<file path="config.mk">
export PLATFORM = sky130hd
export DESIGN_NAME = disp_scan_ctrl
export DESIGN_NICKNAME = d
export VERILOG_FILES = /design/src/rtl/disp_scan_ctrl.sv
export SDC_FILE = /design/constraint.sdc
export NUM_CORES = 1
export LEC_CHECK = 0
export ABC_AREA = 1
export BUFFER_PORTS_ARGS = -buffer_cell sky130_fd_sc_hd__buf_2
export CORE_MARGIN = 4
export CORE_UTILIZATION = 40
export DETAILED_ROUTE_END_ITERATION = 7
export GPL_TIMING_DRIVEN = 0
export SLEW_MARGIN = 20
export SYNTH_ARGS = -nofsm -noshare
export SYNTH_HDL_FRONTEND = slang
export SYNTH_SLANG_ARGS = --single-unit
</file>
<file path="constraint.sdc">
create_clock -name clk -period 2 [get_ports clk]
set_input_delay 0.4 -clock clk [delete_from_list [all_inputs] [get_ports clk]]
set_output_delay 0.4 -clock clk [all_outputs]
set_load 0.005 [all_outputs]
</file>
<file path="src/rtl/disp_scan_ctrl.sv">
// Signed 16-bit value to multiplexed 4-slot seven-segment scanner with a
// 6-character scrollable window; binary-to-BCD conversion is double-dabble.
module disp_scan_ctrl #(
  parameter int unsigned REFRESH_DIV = 100000
) (
  input  logic        clk,
  input  logic        rst_n,
  input  logic        load,
  input  logic [15:0] value,
  input  logic        scroll,
  output logic        busy,
  output logic        done,
  output logic [1:0]  toggle,
  output logic [3:0]  digit_code
);

  localparam int unsigned MAG_W  = 16;
  localparam int unsigned BCD_W  = 20;
  localparam int unsigned CNT_W  = 4;
  localparam int unsigned DIV_W  = $clog2(REFRESH_DIV);
  localparam int unsigned CHAR_W = 4;

  localparam logic [CHAR_W-1:0] CH_MINUS = 4'd10;
  localparam logic [CHAR_W-1:0] CH_BLANK = 4'd15;

  typedef enum logic [1:0] {
    S_IDLE,
    S_CONVERT,
    S_COMMIT
  } state_t;

  state_t state, next_state;

  logic [BCD_W-1:0]      bcd;
  logic [MAG_W-1:0]      mag;
  logic                  sign;
  logic [CNT_W-1:0]      cnt;
  logic [4:0][3:0]       disp_dig;
  logic                  disp_neg;
  logic [DIV_W-1:0]      div;
  logic [1:0]            w;
  logic [5:0][3:0]       chars;
  logic                  zero_above;
  logic [2:0]            sel;

  // Add 3 to every BCD nibble >= 5 ahead of the doubling shift.
  function automatic logic [BCD_W-1:0] bcd_adjust(input logic [BCD_W-1:0] b);
    logic [BCD_W-1:0] r;
    r = b;
    for (int i = 0; i < 5; i++) begin
      if (r[4*i +: 4] >= 4'd5) r[4*i +: 4] = r[4*i +: 4] + 4'd3;
    end
    return r;
  endfunction

  always_ff @(posedge clk or negedge rst_n) begin
    if (!rst_n) begin
      state <= S_IDLE;
      busy  <= 1'b0;
      done  <= 1'b0;
    end else begin
      state <= next_state;
      busy  <= (next_state != S_IDLE);
      done  <= (next_state == S_COMMIT);
    end
  end

  always_comb begin
    next_state = state;
    case (state)
      S_IDLE:    if (load) next_state = S_CONVERT;
      S_CONVERT: if (cnt == 4'd15) next_state = S_COMMIT;
      S_COMMIT:  next_state = S_IDLE;
      default:   next_state = S_IDLE;
    endcase
  end

  // Conversion datapath and committed display registers.
  always_ff @(posedge clk or negedge rst_n) begin
    if (!rst_n) begin
      bcd      <= '0;
      mag      <= '0;
      sign     <= 1'b0;
      cnt      <= '0;
      disp_dig <= '0;
      disp_neg <= 1'b0;
    end else begin
      case (state)
        S_IDLE: begin
          if (load) begin
            sign <= value[15];
            mag  <= value[15] ? MAG_W'(~value + 16'd1) : value;
            bcd  <= '0;
            cnt  <= '0;
          end
        end
        S_CONVERT: begin
          {bcd, mag} <= {bcd_adjust(bcd), mag} << 1;
          cnt        <= cnt + 4'd1;
        end
        S_COMMIT: begin
          disp_dig <= bcd;
          disp_neg <= sign && (bcd != '0);
        end
        default: ;
      endcase
    end
  end

  // Slot refresh divider and scroll window run regardless of conversion.
  always_ff @(posedge clk or negedge rst_n) begin
    if (!rst_n) begin
      div    <= '0;
      toggle <= 2'd0;
      w      <= 2'd0;
    end else begin
      if (div == DIV_W'(REFRESH_DIV - 1)) begin
        div    <= '0;
        toggle <= toggle + 2'd1;
      end else begin
        div <= div + DIV_W'(1);
      end
      if (scroll) w <= (w == 2'd2) ? 2'd0 : w + 2'd1;
    end
  end

  // Leading-zero blanking with the minus sign just above the top nonzero digit.
  always_comb begin
    chars      = {6{CH_BLANK}};
    zero_above = 1'b1;
    for (int i = 4; i >= 0; i--) begin
      if (!zero_above || disp_dig[3'(i)] != 4'd0 || i == 0)
        chars[3'(i)] = disp_dig[3'(i)];
      if (disp_neg && zero_above && disp_dig[3'(i)] != 4'd0)
        chars[3'(i + 1)] = CH_MINUS;
      zero_above = zero_above && (disp_dig[3'(i)] == 4'd0);
    end
  end

  assign sel        = 3'(toggle) + 3'(w);
  assign digit_code = chars[sel];

endmodule

</file>
==> results of run 1 <==
placed cells by master (no fill, tap or decap), types with 4 or more instances in the layout:
| cell type | n |
|---|---|
| buf_4 | 4 |
| ha_1 | 11 |
| inv_1 | 61 |
| o21ai_0 | 54 |
| nand2_1 | 97 |
| a21oi_2 | 4 |
| clkbuf_8 | 9 |
| nand3_1 | 39 |
| nor2_2 | 5 |
| nand4_1 | 7 |
| xor2_1 | 13 |
| o21ai_1 | 14 |
| nor2_1 | 34 |
| inv_2 | 5 |
| a21oi_1 | 20 |
| nand2_2 | 5 |
| buf_2 | 33 |
| nand3_2 | 4 |
| a22oi_1 | 15 |
| dfrtp_1 | 77 |
| clkbuf_1 | 4 |
| or2_2 | 4 |
per-stage QoR:
step / instance area, um^2 / hold WS [ps] / power (mW) / TNS, ps / setup WS, ps
after floorplan: 4070 / 104 / 3.93 / 0 / 72.0
after global placement: 4370 / 449 / 4.45 / -1430 / -137
after detailed placement: 4400 / 322 / 4.52 / -728 / -207
after CTS: 4700 / 248 / 5.94 / -1890 / -478
after global routing: 4720 / 260 / 6.49 / -2060 / -531
final: 4720 / 268 / 5.92 / -1630 / -418
repair_timing:
| action | CTS | global route |
|---|---|---|
| setup buffers | 4 | 1 |
| gates cloned | 0 | 0 |
| hold endpoints to repair | 23 | 0 |
| pin swaps | 4 | 3 |
| gates resized for setup | 12 | 6 |
| hold buffers | 1 | 0 |
| endpoints found under the setup margin | 4 | 4 |
routing by layer:
| layer | vias to the layer above | share of wire, % |
|---|---|---|
| li1 | 1746 | - |
| met1 | 1563 | 49 |
| met2 | 59 | 46 |
| met3 | 8 | 3.5 |
| met4 | 0 | 1.4 |
| met5 | - | 0 |
critical path, stage by stage, from the launching register on:
cell	delay, ps
dfrtp_1	390
ha_2	190
fa_2	560
clkinv_4	100
buf_6	130
nand3_1	70
nand3_1	80
nand2_1	60
buf_2	100
Yosys cell counts, drive strengths merged:
master,number
o31ai,1
a21oi,24
clkbuf,5
buf,8
ha,12
a22oi,15
nor2,41
o21ai,69
xnor2,3
o22ai,3
nand4,7
fa,1
nor3,1
a22o,1
nand3b,1
dfrtp,77
and3,1
inv,66
a31oi,2
nand3,43
xor2,13
and2,1
clkinv,1
or2,4
nand2,102
area by class of cell:
type	count	area share (%)
multi-input combinational	345	39.6
timing repair buffer	34	4.66
clock inverter	7	2.07
sequential	77	40.8
inverter	67	5.43
tap	133	3.53
clock buffer	9	2.62
buffer	13	1.25
state kept, by name, summed over array words and instances (netlist names):
name,cells
mag,16
div,17
toggle,2
done,1
state,2
cnt,4
chars,4
w,2
busy,1
disp_dig,12
bcd,16
how the worst min path moves through the flow:
stage	from	endpoint	cells past startpoint
finish	scroll	w[0]	2
global route	scroll	w[0]	2
CTS	scroll	w[0]	2
detailed placement	rst_n	div[13]	1
global placement	div[0]	div[0]	1
floorplan	rst_n	bcd[0]	0
logic make-up after synthesis:
| kind of cell | synth area share [%] |
|---|---|
| compound gates | 15.5 |
| xor+xnor | 3.44 |
| simple gates | 22.0 |
| fa+ha+maj | 4.18 |
| buf+inv | 7.59 |
| flops | 47.3 |
power by group through the flow:
stage | logic (mW) | clock network, mW | registers, mW
global placement | 2.04 | 0 | 2.41
global route | 2.62 | 1.40 | 2.46
floorplan | 1.59 | 0 | 2.35
detailed placement | 2.10 | 0 | 2.42
CTS | 2.21 | 1.33 | 2.39
finish | 2.23 | 1.29 | 2.40
==> out/summary.txt, run 1 <==
Status = finished with violations
Violated checks = setup timing
CP endpoint kind = primary output
Layout fillers = 970
Via/cell ratio = 4.93
Maximum operating frequency = 414 MHz
Pleak = 2.29 nW
Worst path arrival time = 2020 ps
Aggregate global routing overflow = 0
Inserted Diodes = 0
Reg-to-reg startpoint = bcd[4]
Min-Delay Path Class = primary input to flop
Core ar. = 9860 um^2
Final slew viol count = 0
Average size of a mapped cell = 8.11 um^2
GRT Max-Usage Layer = met2
Psw = 2.21 mW
Initial DRC count = 137
Count of different cell masters after synthesis = 33
Clk pwr share = 21.8%
Flop pwr share = 40.5%
Io pins = 28
Max-slew headroom = 68.9%
Fin crit period = 2420 ps
Critical Path Fanout Max = 7
Worst reg2reg path endpoint = bcd[5]
Yosys top cell area share = 47.3%
Routability cong. = 0.876
Switching Share = 37.3%
Worst-path clk slew = 80 ps
GR met2 Demand/Resource = 24.9%
Global-route wire length before repair = 14,700 um
Die Y = 109 um
Top cells by area, synth = dfrtp_1 47%, nand2_1 8.9%, o21ai_0 7.1%
Die area = 11,900 um^2
Routing usage on met1 = 20.5%
CTS sink cnt = 77
CTS Buf Count = 9
Final hold vios = 0
Final std cells w/o fill = 685
First-pass DRT Iterations = 4
Post-Synthesis Cells = 502
Layout cell share with drive strength beyond 1 = 16.5%
Post-DP HPWL = 6140 um
Pwr Density = 1250 nW/um^2
Cell Rows = 36
Vias in the first global route = 3,373
H-tree depth = 3
ANT nets after route = 0
Max-capacitance violation count = 0
Synth area leader = dfrtp_1
R2R cell count = 7
Net Count, Synth = 535
Drt wl/cell = 12.0 um
Kind of launch point of the worst setup path = flop
Seq. cell area = 1930 um^2
Via count = 3,376
FF+latch count, synth = 77
Cell internal pwr = 3.71 mW
Pin count of the biggest net entering global routing = 55
Yosys warns = 0
Buffers on Ports = 27
Area grow syn2layout = 15.9%
Multi-input gate area = 1870 um^2
CTS tree = done
Comb pwr share = 37.7%
Fin util = 47.9%
Mapped Area = 4070 um^2
CTS Root Cell = clkbuf_8
Worst setup margin = -418 ps
Required time worst endpoint = 1600 ps
Fin crit share = 121%
Clock skew = 11.7 ps
Initial antenna violation count = 0
CP endpoint = digit_code[1]
Setup violations, final = 4
Starting density of the core = 41.3%
Reg2Reg Setup Slack = 440 ps
Longest Clk Path Bufs = 2
Peak supply drop = 0.458 mV
CP Launch Point = w[0]
Routing usage on met3 = 2.55%
Number of instances in the placed design = 663
Critical path class = flop to primary output
Sequential share of the synthesized area = 47.3%
GRT Resource Usage Total = 15.4%
DRC violations left = 0
Slew @ Worst Pin = 467 ps
Die span in x = 109 um
RSZ-0062 raised after global routing = true
DRT Wirelength = 8220 um
Clock latency on the worst-skew pair = 350 ps
NumNets Final = 580
Power figures use the tool's default switching activity.
==> inputs of run 2 (changes only) <==
- PLACE_DENSITY_LB_ADDON: unset -> 0.25
- SETUP_SLACK_MARGIN: unset -> 0.05
==> out/summary.txt, run 2 (synthesis gave the netlist of run 1 again) <==
Final hold vios = 0
Setup violations, final = 4
Clock latency on the worst-skew pair = 340 ps
DRC violations left = 0
Die Y = 109 um
Number of instances in the placed design = 663
Peak supply drop = 0.444 mV
Max-slew headroom = 71.5%
Via count = 3,413
H-tree depth = 3
Starting density of the core = 41.3%
Slew @ Worst Pin = 427 ps
Pleak = 2.28 nW
Final slew viol count = 0
Die span in x = 109 um
Fin Setup TNS = -1490 ps
GRT Resource Usage Total = 15.4%
Fin crit period = 2380 ps
Worst-path clk slew = 70 ps
RSZ-0062 raised after global routing = true
Vias in the first global route = 3,436
Routability cong. = 0.854
Commonest non-fill, non-tap cell in the layout = nand2_1
Initial DRC count = 128
Worst setup margin = -383 ps
Largest register FFs = 17
Maximum operating frequency = 420 MHz
Inserted Diodes = 0
Clock skew = 9.18 ps
Layout cell share with drive strength beyond 1 = 15.2%
Pin count of the biggest net entering global routing = 55
Critical Path Fanout Max = 5
Area grow syn2layout = 15.2%
Post-DP HPWL = 6220 um
Worst path arrival time = 1980 ps
First-pass DRT Iterations = 4
Largest registers = div (17), bcd (16), mag (16)
Drt wl/cell = 12.1 um
CTS Root Cell = clkbuf_8
Critical-path top delay cell = fa_2
Die area = 11,900 um^2
Kind of launch point of the worst setup path = flop
CTS Buf Count = 9
Critical path class = flop to primary output
Longest Clk Path Bufs = 2
Most frequent cells in the layout = 97 x nand2_1, 77 x dfrtp_1, 61 x inv_1
Pwr Density = 1250 nW/um^2
Violated checks = setup timing
ANT nets after route = 0
Final std cells w/o fill = 684
Min-Delay Path Class = primary input to flop
Aggregate global routing overflow = 0
CTS sink cnt = 77
Status = finished with violations
DRT Wirelength = 8270 um
Layout fillers = 952
Global-route wire length before repair = 14,800 um
NumNets Final = 580
Biggest register = div
Io pins = 28
Required time worst endpoint = 1600 ps
Buffers on Ports = 27
CTS tree = done
Slowest stage delay, CP = 570 ps
CP endpoint kind = primary output
Initial antenna violation count = 0
Cells along the critical path = ha_2 > fa_2 > inv_4 > a21oi_2 > o21ai_1 > nand3_1 > nand2_1 > buf_2
Core ar. = 9860 um^2
Via/cell ratio = 4.99
Cell Rows = 36
Max-capacitance violation count = 0
Fin crit share = 119%
[run 2: critical path, delay by kind of cell, from the launching register on]
family                     cells  cell delay, ps
adders and majority gates      2             760
buffers and inverters          2             180
and+or+nand+nor                2             140
DFF                            1             400
AOI/OAI and AO/OA              2             160
[run 2: per-stage QoR]
| stage | utilization [%] | setup slack [ps] | area [um^2] | total power [mW] | hold WS, ps |
|---|---|---|---|---|---|
| floorplan | - | 72.0 | 4070 | 3.93 | 104 |
| global placement | 44.3 | -125 | 4370 | 4.44 | 451 |
| detailed placement | 44.6 | -142 | 4400 | 4.54 | 327 |
| CTS | 47.1 | -458 | 4650 | 5.86 | 255 |
| global route | 47.5 | -551 | 4690 | 6.40 | 247 |
| finish | 47.5 | -383 | 4690 | 5.85 | 279 |
[run 2: worst paths after layout]
path,startpoint,slack (ps),cells past startpoint,to
hold reg to reg,div[0],460,1,div[0]
hold / removal,scroll,280,2,w[0]
setup / recovery,toggle[0],-380,8,digit_code[1]
min in group asynchronous,rst_n,510,2,div[14]
setup reg to reg,bcd[0],460,7,bcd[1]
max in group asynchronous,rst_n,930,3,bcd[7]
[run 2: report_power, final]
group          internal, mW  total (mW)  switching (mW)  leakage [nW]
Combinational         0.894        2.18            1.29          1.19
Clock                 0.729        1.27           0.539         0.105
Sequential             2.07        2.40           0.326         0.985
Total                  3.70        5.85            2.15          2.28
[run 2: what timing repair did]
action | CTS | global route
gates cloned | 1 | 0
hold endpoints to repair | 23 | 0
buffers inserted | 2 | 2
gates resized for setup | 5 | 7
pin swaps | 2 | 3
endpoints found under the setup margin | 4 | 4
hold buffers | 1 | 0
[run 2: layout make-up]
cell class,instances,area (um^2),area share (%)
flip-flops and latches,77,1930,41.1
multi-input cells,345,1860,39.6
inverters,67,254,5.42
repair buffers,33,209,4.46
well taps,133,166,3.55
clock buffers,11,141,3.02
clock inverters,4,72.6,1.55
plain buffers,13,57.6,1.23
repair inverters,1,3.75,0.0801
[run 2: per-layer routing]
metal | vias up | share of wire, % | track usage [%]
met1 | 1612 | 48 | 20.1
met5 | - | 0 | 0
met2 | 52 | 47 | 25.4
li1 | 1741 | - | -
met4 | 0 | 1.3 | 5.77
met3 | 8 | 3.2 | 3.08
==> inputs of run 3 (changes only) <==
==> constraint.sdc (replaced) <==
create_clock -name clk -period 2 [get_ports clk]
set_input_delay 0.4 -clock clk [delete_from_list [all_inputs] [get_ports clk]]
set_output_delay 0.4 -clock clk [all_outputs]
set_load 0.1 [all_outputs]
==> out/summary.txt, run 3 (synthesis gave the netlist of run 1 again) <==
Initial DRC count = 88
Die Y = 109 um
Drt wl/cell = 12.0 um
Io pins = 28
Buffers on Ports = 27
Max-slew headroom = 64.9%
Core ar. = 9860 um^2
WL met3 = 203 um
Slowest stage delay, CP = 570 ps
Vias in the first global route = 3,217
Fin crit share = 129%
Clock latency on the worst-skew pair = 340 ps
Required time worst endpoint = 1600 ps
Pleak = 2.28 nW
Max-capacitance violation count = 0
DRC violations left = 0
Critical Path Fanout Max = 5
Switching Share = 40.5%
Flop pwr share = 36.2%
Psw = 2.70 mW
Number of instances in the placed design = 663
Status = finished with violations
CP endpoint kind = primary output
Kind of launch point of the worst setup path = flop
Die area = 11,900 um^2
Die span in x = 109 um
Clock skew = 9.52 ps
Post-Layout Inst Area = 4770 um^2
Met2 wire len = 3830 um
Inserted Diodes = 0
Aggregate global routing overflow = 0
Cells along the critical path = ha_4 > fa_2 > inv_4 > a21oi_1 > o21ai_1 > nand3_1 > nand2_4 > buf_12
Cell Rows = 36
Worst-path clk slew = 80 ps
RSZ-0062 raised after global routing = true
Post-CTS Hold Fix Bufs = 0
Met1 Wirelength = 4030 um
GRT Resource Usage Total = 15.2%
Global-route wire length before repair = 14,500 um
CTS sink cnt = 77
Worst path arrival time = 2170 ps
Layout fillers = 936
CTS Buf Count = 9
Area grow syn2layout = 17.1%
Post-DP HPWL = 6130 um
NumNets Final = 576
Starting density of the core = 41.3%
Most frequent cells in the layout = 92 x nand2_1, 75 x dfrtp_1, 61 x inv_1
Maximum operating frequency = 389 MHz
ANT nets after route = 0
Final std cells w/o fill = 681
Via count = 3,351
Top Metal Used = met4
DRT Wirelength = 8150 um
Slew @ Worst Pin = 526 ps
Layout cell share with drive strength beyond 1 = 16.1%
Final hold vios = 0
Peak supply drop = 0.826 mV
Largest registers = div (17), bcd (16), mag (16)
Min-Delay Path Class = primary input to async pin
Critical path class = flop to primary output
H-tree depth = 3
Fin crit period = 2570 ps
First-pass DRT Iterations = 4
Biggest register = div
Critical-path top delay cell = fa_2
CTS Root Cell = clkbuf_8
Pin count of the biggest net entering global routing = 42
Violated checks = setup timing
Clk pwr share = 20.8%
Longest Clk Path Bufs = 2
Comb pwr share = 43.0%
Pwr Density = 1400 nW/um^2
Setup violations, final = 4
Routability cong. = 0.860
Largest register FFs = 17
Commonest non-fill, non-tap cell in the layout = nand2_1
Final slew viol count = 0
Via/cell ratio = 4.92
Area after DPL = 4450 um^2
Initial antenna violation count = 0
CTS tree = done
Cell internal pwr = 3.97 mW
Worst setup margin = -572 ps
[run 3: power groups by stage]
stage,registers [mW],logic [mW],clock network (mW)
CTS,2.41,2.88,1.43
detailed placement,2.43,2.66,0
global placement,2.42,2.58,0
finish,2.41,2.87,1.39
floorplan,2.43,2.05,0
global route,2.47,3.24,1.50
[run 3: cell type report]
cell class,count,area (um^2),area share [%]
sequential,77,1930,40.5
clock buffer,10,128,2.68
tap,133,166,3.49
multi-input combinational,345,1890,39.6
inverter,67,254,5.33
buffer,13,57.6,1.21
timing repair inverter,1,3.75,0.0787
clock inverter,6,111,2.34
timing repair buffer,29,225,4.72
[run 3: worst paths after layout]
| path | to | slack, ps | start | depth (start not counted) |
|---|---|---|---|---|
| worst max-delay path | digit_code[2] | -570 | toggle[0] | 8 |
| worst min-delay path | div[14] | 30 | rst_n | 1 |
| worst max register to register | bcd[5] | 450 | bcd[4] | 7 |
| worst min register to register | div[0] | 460 | div[0] | 1 |
| max in group asynchronous | disp_dig[9] | 1400 | rst_n | 2 |
| min in group clk | w[0] | 270 | scroll | 2 |
[run 3: worst max-delay path: cells and delay by family, from the launching register on]
kind	cells	cell delay (ps)
buffers and inverters	2	220
DFF	1	500
adders and majority gates	2	730
and+or+nand+nor	2	190
AOI/OAI and AO/OA	2	190
[run 3: metal layers]
| layer | vias to the layer above | GRT usage (%) |
|---|---|---|
| met1 | 1560 | 20.2 |
| met5 | - | 0 |
| met3 | 6 | 2.66 |
| met2 | 42 | 24.6 |
| li1 | 1743 | - |
| met4 | 0 | 6.31 |
[run 3: metrics by stage]
| step | setup TNS, ps | power [mW] | hold WS (ps) | util, % | setup slack [ps] |
|---|---|---|---|---|---|
| after floorplan | -1330 | 4.49 | 104 | - | -335 |
| after global placement | -3490 | 5.00 | 449 | 44.9 | -418 |
| after detailed placement | -1660 | 5.09 | 420 | 45.1 | -423 |
| after CTS | -2660 | 6.72 | 35.2 | 48.2 | -666 |
| after global routing | -2640 | 7.21 | 63.8 | 48.3 | -666 |
| final | -2230 | 6.67 | 26.7 | 48.3 | -572 |
[run 3: timing repair]
item	4_1_cts	5_1_grt
setup endpoints to repair	4	4
pin swaps	5	6
buffers inserted	1	0
resized for setup	20	5
cloned	1	0
